`src/rtl/modex.sv`:
```
// modex: bet and credit controller for the slot-machine datapath.
// Edge-detects the front-panel buttons and tracks the bet and the stored credit.
module modex #(
    parameter int STO_INIT = 10,
    parameter int BET_INIT = 1,
    parameter int WIN_MULT = 2
) (
    input  logic       clk,
    input  logic       rst,
    input  logic       betinp,
    input  logic       pause,
    input  logic       betinm,
    input  logic       won,
    output logic [3:0] bet,
    output logic [3:0] sto
);

    localparam logic S_BET  = 1'b0;
    localparam logic S_SPIN = 1'b1;

    logic       state;
    logic       state_n;
    logic       paid;
    logic       paid_n;
    logic [3:0] bet_n;
    logic [3:0] sto_n;

    logic betinp_q;
    logic pause_q;
    logic betinm_q;
    logic won_q;

    logic rise_p;
    logic rise_m;
    logic rise_w;
    logic rise_s;
    logic fall_s;

    logic [7:0] prod;
    logic [7:0] sum;
    logic [3:0] sto_w;

    assign rise_p = betinp & ~betinp_q;
    assign rise_m = betinm & ~betinm_q;
    assign rise_w = won & ~won_q;
    assign rise_s = pause & ~pause_q;
    assign fall_s = ~pause & pause_q;

    // Payout is formed at 8 bits so the saturation sees the true sum.
    assign prod = 8'(WIN_MULT) * {4'd0, bet};
    assign sum  = {4'd0, sto} + prod;

    always_comb begin
        state_n = state;
        paid_n  = paid;
        bet_n   = bet;
        sto_n   = sto;
        sto_w   = sto;
        if (state == S_BET) begin
            if (fall_s) begin
                if (bet <= sto && sto != 4'd0) begin
                    sto_n   = sto - bet;
                    state_n = S_SPIN;
                    paid_n  = 1'b0;
                end
            end else if (rise_p && !rise_m) begin
                if (bet < 4'd15 && bet < sto) begin
                    bet_n = bet + 4'd1;
                end
            end else if (rise_m && !rise_p) begin
                if (bet > 4'd1) begin
                    bet_n = bet - 4'd1;
                end
            end
        end else begin
            if (rise_w && !paid) begin
                sto_w  = (sum > 8'd15) ? 4'd15 : sum[3:0];
                paid_n = 1'b1;
            end
            sto_n = sto_w;
            // The clamp uses the credit after any same-edge payout.
            if (rise_s) begin
                state_n = S_BET;
                if (sto_w != 4'd0 && bet > sto_w) begin
                    bet_n = sto_w;
                end
            end
        end
    end

    always_ff @(posedge clk) begin
        betinp_q <= betinp;
        pause_q  <= pause;
        betinm_q <= betinm;
        won_q    <= won;
        if (rst) begin
            state <= S_BET;
            paid  <= 1'b0;
            bet   <= 4'(BET_INIT);
            sto   <= 4'(STO_INIT);
        end else begin
            state <= state_n;
            paid  <= paid_n;
            bet   <= bet_n;
            sto   <= sto_n;
        end
    end

endmodule

```
`config.mk`:
```
export PLATFORM = sky130hd
export DESIGN_NAME = modex
export DESIGN_NICKNAME = d
export VERILOG_FILES = /design/src/rtl/modex.sv
export SDC_FILE = /design/constraint.sdc
export NUM_CORES = 1
export LEC_CHECK = 0
export ABC_AREA = 1
export ABC_CLOCK_PERIOD_IN_PS = 2900
export CAP_MARGIN = 20
export CORE_UTILIZATION = 38
export CTS_BUF_LIST = sky130_fd_sc_hd__clkbuf_8
export CTS_CLUSTER_SIZE = 8
export DETAILED_ROUTE_END_ITERATION = 12
export PLACE_DENSITY = 0.64
export SYNTH_ARGS = -nofsm -noshare
export SYNTH_HDL_FRONTEND = slang
export SYNTH_SLANG_ARGS = --single-unit
```
`constraint.sdc`:
```
create_clock -name clk -period 2.9 [get_ports clk]
set_input_delay 0.58 -clock clk [delete_from_list [all_inputs] [get_ports clk]]
set_output_delay 0.58 -clock clk [all_outputs]
set_load 0.02 [all_outputs]
```
# --- Word level (Yosys, flattened, before mapping) ---
# Cells that the tools add are included.
word_totals:
  ff_bits: 14
  latch_bits: 0
  ramBits: 0
  romBits: 0
  inputBits: 6
  out_inout_bits: 8
  wordCells: 73
  mem_count: 0
op_classes:
  addsub: 4
  multipliers: 0
  div: 0
  magnitude_cmp: 6
  eq_ne: 5
  shift: 0
  n_mux: 22
  n_bitwise: 10
  n_reduce_logical: 18
ops:
  columns: ["operator", "count"]
  rows:
  - ["two-way mux 4 bit", 14]
  - ["two-way mux 1 bit", 8]
  - ["nonzero test 4 bit", 2]
  - ["adder 4 x 5 -> 6 bit", 1]
  - ["> comparator 6 x 4 -> 1 bit, second input constant", 1]
  - ["logical AND 1 bit", 6]
  - ["inequality test 2 x 1 -> 1 bit, second input constant", 3]
  - ["AND reduction 6 bit", 1]
  - ["nonzero test 3 bit", 2]
  - ["bitwise AND 1 bit", 5]
  - ["inverter 1 bit", 5]
  - ["adder 4 x 1 -> 4 bit, second input constant", 1]
  - ["> comparator 4 x 1 -> 1 bit, second input constant", 1]
  - ["> comparator 4 bit", 1]
  - ["less-or-equal comparator 4 bit", 1]
  - ["< comparator 4 bit", 1]
  - ["< comparator 4 bit, second input constant", 1]
  - ["nonzero test 2 bit", 2]
  - ["subtractor 4 x 1 -> 4 bit, second input constant", 1]
  - ["subtractor 4 bit", 1]
  - ["zero test 1 bit", 3]
  - ["inequality test 3 x 2 -> 1 bit, second input constant", 1]
  - ["AND reduction 3 bit", 1]
  - ["inequality test 2 bit, second input constant", 1]
  - ["AND reduction 2 bit", 1]

# --- Logic depth before layout (Yosys ltp) ---
# Gate-level depths: netlist of run 1.
logic_depth:
  depth_word: 10
  mapped_depth: 20
  depth_no_buf: 20

# --- Worst setup path after synthesis of run 1 ---
# Ideal clock, no wire load.
synth_path:
  kind: "flip-flop to flip-flop"
  startpoint: "register bet[0]"
  endpoint: "register bet[0]"
  arrival_time_ps: 2340
  path_slack_ps: 434
  path_stages_with_launch: 21
  path_buffers: 0
  cell_sequence: "dfxtp_1 > ha_1 > fa_1 > nand2_1 > inv_1 > nor2_1 > nand2_1 > nand3_4 > nand2_1 > inv_1 > ha_1 > nand2_1 > nor2_1 > nand3_1 > nand2_1 > inv_1 > nand2_2 > nand2_4 > nand2_1 > nand2_1 > nand3_1"
synth_between:
  elab_chain_len: 9
  elab_cells_between_ends: 26
synth_rtl:
  columns: ["element", "line_no", "text"]
  rows:
  - ["start: declaration", "14", "output logic [3:0] bet,"]
  - ["start signal: assignment", "99", "bet <= 4'(BET_INIT);"]
  - ["start signal: assignment", "104", "bet <= bet_n;"]
  - ["adder 4 x 5 -> 6 bit", "51", "assign sum = {4'd0, sto} + prod;"]
  - ["> comparator 6 x 4 -> 1 bit", "77", "sto_w = (sum > 8'd15) ? 4'd15 : sum[3:0];"]
  - ["two-way mux 4 bit", "77", null]
  - ["two-way mux 4 bit", "76", "if (rise_w && !paid) begin"]
  - ["two-way mux 4 bit", "59", "if (state == S_BET) begin"]
  - ["> comparator 4 bit or nonzero test 4 bit (tied branches)", "84", "if (sto_w != 4'd0 && bet > sto_w) begin"]
  - ["logical AND 1 bit", "84", null]
  - ["inequality test 2 x 1 -> 1 bit (no line)", null, null]
  - ["AND reduction 6 bit (no line)", null, null]
# Parallel ways exist; a longest one is shown, timed or not. The select of a mux whose other input is x is not followed.
# A chain may end at the register's enable or synchronous reset.

# --- Final worst setup path of run 1 ---
layout_path:
  startpoint: "register sto[1]"
  endpoint: "register bet[2]"
layout_between:
  elab_chain_len: 9
  elab_cells_between_ends: 16
layout_rtl:
  columns: ["element", "line_no", "text"]
  rows:
  - ["start: declaration", "15", "output logic [3:0] sto"]
  - ["start signal: assignment", "100", "sto <= 4'(STO_INIT);"]
  - ["start signal: assignment", "105", "sto <= sto_n;"]
  - ["adder 4 x 5 -> 6 bit", "51", null]
  - ["> comparator 6 x 4 -> 1 bit", "77", null]
  - ["two-way mux 4 bit", "77", null]
  - ["two-way mux 4 bit", "76", null]
  - ["two-way mux 4 bit", "59", null]
  - ["> comparator 4 bit or nonzero test 4 bit (tied branches)", "84", null]
  - ["logical AND 1 bit", "84", null]
  - ["inequality test 2 x 1 -> 1 bit (no line)", null, null]
  - ["AND reduction 6 bit (no line)", null, null]
# Parallel ways exist; a longest one is shown, timed or not. The select of a mux whose other input is x is not followed.

==> impl_metrics.yaml, run 1 <==
outcome:
  status: "finished, final reports clean"
routing:
  dr_wl_met3_microns: 147
  drt-initial-drc-count: 44
  drt-total-wl_microns: 2823
  topRoutingLayerUsed: "met4"
  wire_per_inst_microns: 11.76
  drtPass1Iterations: 4
  wl_met2_microns: 1350
  wl_met1_microns: 1292
  drc: 0
  vias: 1196
  drt-vias-per-instance: 4.983
  drtAntennaViolNets: 0
grt:
  grt_max_degree: 11
  grt_overflow: 0
  grt_pass1_vias: 1102
  grt_use_total_pct: 18.75
  grt_pass1_wl_microns: 4747
  antenna_found_initial: 0
synthesis:
  synthAdderAreaFrac_pct: 16.84
  synth-seq-cells: 14
  synth_area_sq_um: 1204
  synth_cells: 178
  synth_xor_area_share_pct: 2.183
  synth-simple-area-share_pct: 32.33
  synth-seq-area-share_pct: 23.28
  synth_cell_types: 30
  synth_compound_area_share_pct: 14.14
  synth_mux_area_share_pct: 0
  syn-num-nets: 199
  yosysWarnings: 0
  synth_top_family_by_area: "simple AND/OR/NAND/NOR gates"
  syn_avg_cell_area_sq_um: 6.762
clocking:
  numCtsBuffers: 3
  cts_buffer_depth: 2
  clk_latency_ns: 0.24
  clk_pin_slew_ns: 0.06
  post_cts_buffers: 0
  clock-sinks: 14
  htreeDepth: 1
  cts_hold_buf: 0
  cts_tree: "done"
  cts-resized-gates: 0
  cts_root_buf: "clkbuf_8"
final_layout:
  area_growth_pct: 19.75
  drive_gt1_share_pct: 8.673
  diodes: 0
  nNetsFinal: 219
  final_core_util_pct: 47.60
  fill_cells: 313
timing:
  period_minus_slack_ns: 2.531
  worst_pin_slew_ns: 0.4968
  maxSlewHeadroom_pct: 66.83
  tns_ns: 0
  hold_viol_final: 0
  fmax_ghz: 0.3950
  skew_ns: 0.002334
  setup_viol: 0
  slew_viol_final: 0
  post-route-period-util_pct: 87.29
  grt_setup_unrepaired: "false"
worst_setup_path:
  slowest_stage: "fa_1"
  critPathMaxStageDelay_ns: 0.39
  path_class: "register to register"
  r2r_cells: 20
  critPathMostFrequentCell: "nand2_1"
  worstPathRequired_ns: 3.04
  endpoint_kind: "register"
  reg2reg_slack_ns: 0.37
  arrival_ns: 2.67
  cp-start-kind: "register"
  cp.buffers_inverters: 3
  critPathLaunch: "sto[1]$_SDFFE_PP1P_"
  path_cells: "ha_1 > fa_1 > nand2_1 > inv_1 > nor2_1 > nand2_1 > nand3_4 > nand2_1 > inv_1 > ha_1 > nand2_1 > nor2_1 > nand3_1 > nand2_1 > inv_1 > nand2_2 > nand2_4 > nand3_1 > nand2_1 > nor2_1"
  path_max_fanout: 8
  worstReg2RegEnd: "bet[2]$_SDFFE_PP0P_"
  critical-path-top-delay-family: "simple AND/OR/NAND/NOR gates"
  r2r-start: "sto[1]$_SDFFE_PP1P_"
placement:
  place_congestion: 0.8385
  portBuffers: 13
  dp_hpwl_microns: 2281
die:
  placementRows: 20
  start_util_pct: 39.75
  pin_count: 14
  die_x_microns: 58.28
  die_y_microns: 58.28
  core_area_sq_um: 3028
  dieArea_sq_um: 3397
flow_run:
  drv_cap: 0
worst_hold_path:
  min_path_type: "register to register"
  hold_depth: 4
  hold_end: "paid$_SDFFE_PP0P_"
  hp-start: "paid$_SDFFE_PP0P_"
power:
  power_leakage_uw: 0.0007132
  powerDensity_nw_per_um2: 731.4
  vdd_drop_max_mv: 0.4244
[stage by stage]
step                      cells  total power [uW]  area, sq um  hold WS [ns]  worst slack (ns)
after floorplan             178             718.6         1204        0.5232            0.4344
after CTS                   240              1063         1441        0.5669            0.3636
after detailed placement    237             898.6         1400        0.5573            0.1647
final                       240              1054         1441        0.5629            0.3685
after global placement      237             877.8         1400        0.5487            0.2439
after global routing        240              1162         1441        0.5817            0.1232
[area by class of cell]
class	count	area, sq um	share of cell area [%]
multi-input cells	130	788.3	54.69
flip-flops and latches	14	280.3	19.44
repair buffers	16	152.6	10.59
inverters	33	123.9	8.594
well taps	44	55.05	3.819
clock buffers	3	41.29	2.865
[synth_stat cells]
master    instances  area (sq um)
or2_2             2         12.51
o211ai_1          1         7.510
nand3_2           1         10.01
inv_1            32         120.1
clkinv_1          1         3.750
nand4_1           3         18.77
buf_6             1         11.26
nor3_1            2         10.01
o21ai_2           1         8.760
ha_1             13         162.7
o21ai_0           7         35.03
a22oi_1           1         7.510
o21a_1            1         7.510
nand2_1          36         135.1
dfxtp_1          14         280.3
xor2_1            2         17.52
a21oi_1          12         60.06
a31oi_2           1         12.51
nand3_1          18         90.09
fa_1              2         40.04
o21ai_1           1         5.000
a21boi_1          1         7.510
nor4_1            1         6.260
nand2_4           1         11.26
nand3_4           1         17.52
nor2_1           14         52.55
xnor2_1           1         8.760
a31oi_1           3         18.77
nor2_2            1         6.260
nand2_2           3         18.77
[registers in the layout, indices dropped and copies added (netlist names)]
signal,flops
pause_q,1
betinm_q,1
sto,4
won_q,1
paid,1
betinp_q,1
state,1
bet,4
[layout by cell type (no fill, tap or decap), types with 2 or more instances in the layout]
cell type	count
a21oi_1	12
a31oi_1	3
clkdlybuf4s50_1	13
buf_4	3
dfxtp_1	14
o21ai_0	7
nand2_1	36
nand3_1	18
nand4_1	3
clkbuf_8	3
nand2_2	3
nor2_1	14
inv_1	32
fa_1	2
xor2_1	2
ha_1	13
or2_2	2
nor3_1	2
[layer usage]
| metal | GRT usage (%) | up-vias |
|---|---|---|
| met3 | 2.679 | 4 |
| met1 | 23.40 | 545 |
| met4 | 7.483 | 0 |
| met2 | 32.35 | 25 |
| li1 | - | 622 |
| met5 | 0 | - |
[where the power goes]
group          total, uW  switching [uW]  internal, uW
sequential           276            51.4           224
combinational        619             362           257
clock                160            67.7          91.9
total               1050             481           573
[tightest hold or removal path, stage by stage, from the launching register on]
cell and delay (ns):
dfxtp_1 0.30, inv_1 0.07, a21oi_1 0.07, nand2_1 0.06, inv_1 0.03
[how the worst max path moves through the flow]
stage	end	slack (ns)	cells past startpoint
3_5_place_dp	bet[3]$_SDFFE_PP0P_	0.16	16
6_report	bet[2]$_SDFFE_PP0P_	0.37	20
2_1_floorplan	bet[0]$_SDFFE_PP1P_	0.43	20
5_1_grt	bet[3]$_SDFFE_PP0P_	0.12	20
3_3_place_gp	bet[1]$_SDFFE_PP0P_	0.24	16
4_1_cts	bet[2]$_SDFFE_PP0P_	0.36	20
[kinds of logic (layout without fill, tap and decap cells)]
| group | Yosys count | after routing |
|---|---|---|
| AOI/OAI and AO/OA | 29 | 29 |
| xor gates and xnor gates | 3 | 3 |
| adders and majority gates | 15 | 15 |
| buffers and inverters | 34 | 52 |
| DFF | 14 | 14 |
| and+or+nand+nor | 83 | 83 |
(Power assumes the default switching activity.)
==> run 2, diff against run 1 <==
Settings changed: CAP_MARGIN 20 to 25, HOLD_SLACK_MARGIN set to 0.12.
==> results of run 2 <==
Final layout, timing and power as in run 1 (identical DEF).
==> run 3, diff against run 2 <==
Settings changed: PLACE_DENSITY 0.64 to 0.69.
==> run 3 against run 2 <==
Compared with the run above:
- wire length decreased by 4.5%
- clock power increased by 21%
- global-route usage decreased by 0.86 points
- die area unchanged
- largest cell class unchanged
==> impl_metrics.yaml, run 3 (same netlist as run 1, synthesis figures left out) <==
final_layout:
  nNetsFinal: 219
  final_common_cell: "nand2_1"
  top_regs: "bet: 4 flops, sto: 4 flops"
  diodes: 0
  fill_cells: 317
  final_cell_mix: "36 x nand2_1, 32 x inv_1, 18 x nand3_1"
  area_growth_pct: 20.89
  drive_gt1_share_pct: 9.137
timing:
  worst_pin_slew_ns: 0.4657
  post-route-period-util_pct: 88.54
  period_minus_slack_ns: 2.568
  grt_setup_unrepaired: "false"
  fmax_ghz: 0.3895
  slew_viol_final: 0
  skew_ns: 0.002361
  hold_viol_final: 0
  maxSlewHeadroom_pct: 68.91
  setup_viol: 0
  tns_ns: 0
grt:
  grt_overflow: 0
  grt_pass1_vias: 1083
  grt_use_total_pct: 17.89
  grt_max_degree: 11
  grt_pass1_wl_microns: 4657
  antenna_found_initial: 0
die:
  die_x_microns: 58.28
  pin_count: 14
  die_y_microns: 58.28
  start_util_pct: 39.75
  placementRows: 20
  dieArea_sq_um: 3397
  core_area_sq_um: 3028
worst_setup_path:
  path_cells: "ha_1 > fa_1 > nand2_1 > inv_1 > nor2_1 > nand2_1 > nand3_4 > nand2_1 > ha_1 > inv_1 > nor2_1 > nand3_1 > nand2_1 > inv_1 > nand2_2 > nand2_4 > a21oi_1 > nor2_1"
  critPathMostFrequentCell: "nand2_1"
  path_max_fanout: 8
  path_class: "register to register"
  critPathMaxStageDelay_ns: 0.38
  arrival_ns: 2.71
  cp-start-kind: "register"
  slowest_stage: "fa_1"
  endpoint_kind: "register"
  worstPathRequired_ns: 3.04
clocking:
  post_cts_buffers: 0
  cts-resized-gates: 0
  htreeDepth: 1
  clk_latency_ns: 0.25
  cts_hold_buf: 0
  cts_buffer_depth: 2
  cts_root_buf: "clkbuf_8"
  numCtsBuffers: 3
  clock-sinks: 14
  cts_tree: "done"
  clk_pin_slew_ns: 0.06
worst_hold_path:
  min_path_type: "register to register"
routing:
  wire_per_inst_microns: 11.19
  drc: 0
  drt-total-wl_microns: 2696
  drt-initial-drc-count: 35
  vias: 1169
  drtPass1Iterations: 4
  drtAntennaViolNets: 0
  drt-vias-per-instance: 4.851
placement:
  dp_hpwl_microns: 2135
  place_congestion: 0.8105
  portBuffers: 13
power:
  power_uw: 1079
  vdd_drop_max_mv: 0.3344
  power_leakage_uw: 0.0007204
  powerDensity_nw_per_um2: 741.3
outcome:
  status: "finished, final reports clean"
flow_run:
  drv_cap: 0
run 3: changes by cell type in the layout (fill, tap and decap cells not counted):
| cell | delta |
|---|---|
| clkbuf_8 | +1 |
run 3: cell type report:
type,instances,area [sq um],share of cell area [%]
inverter,33,123.9,8.512
timing repair buffer,16,152.6,10.49
sequential,14,280.3,19.26
multi-input combinational,130,788.3,54.17
clock buffer,4,55.05,3.783
tap,44,55.05,3.783
run 3: stage by stage:
stage | hold slack (ns) | std cells | utilization [%] | worst slack (ns) | area, sq um
finish | 0.5658 | 241 | 48.06 | 0.3323 | 1455
global route | 0.6276 | 241 | 48.06 | 0.1005 | 1455
CTS | 0.5674 | 241 | 48.06 | 0.3545 | 1455
detailed placement | 0.5593 | 237 | 46.24 | 0.1766 | 1400
global placement | 0.5571 | 237 | 46.24 | 0.2228 | 1400
floorplan | 0.5232 | 178 | - | 0.4344 | 1204
run 3: layer usage:
layer  wire length (microns)  track usage, %  up-vias
li1                        -               -      625
met1                    1261           22.81      510
met2                    1273           30.54       25
met3                     103           3.348        9
met4                      57           5.442        0
met5                       0               0        -
run 3: final timing paths:
path / start / end / slack [ns] / depth (start not counted)
hold reg to reg: paid$_SDFFE_PP0P_ / paid$_SDFFE_PP0P_ / 0.57 / 4
hold / removal: paid$_SDFFE_PP0P_ / paid$_SDFFE_PP0P_ / 0.57 / 4
setup / recovery: sto[1]$_SDFFE_PP1P_ / bet[2]$_SDFFE_PP0P_ / 0.33 / 18
setup reg to reg: sto[1]$_SDFFE_PP1P_ / bet[2]$_SDFFE_PP0P_ / 0.33 / 18
run 3: power breakdown:
part / switching, uW / internal [uW] / leakage [uW]
logic: 356 / 257 / 0.000576
clock network: 72.2 / 120 / 0.0000288
registers: 48.4 / 224 / 0.000116
total: 477 / 602 / 0.000720
run 3: worst max-delay path, delay by kind of cell, from the launching register on:
family	cells	cell delay (ns)
compound gates	1	0.16
fa+ha+maj	3	0.91
simple gates	11	0.89
buf+inv	3	0.13
flops	1	0.37
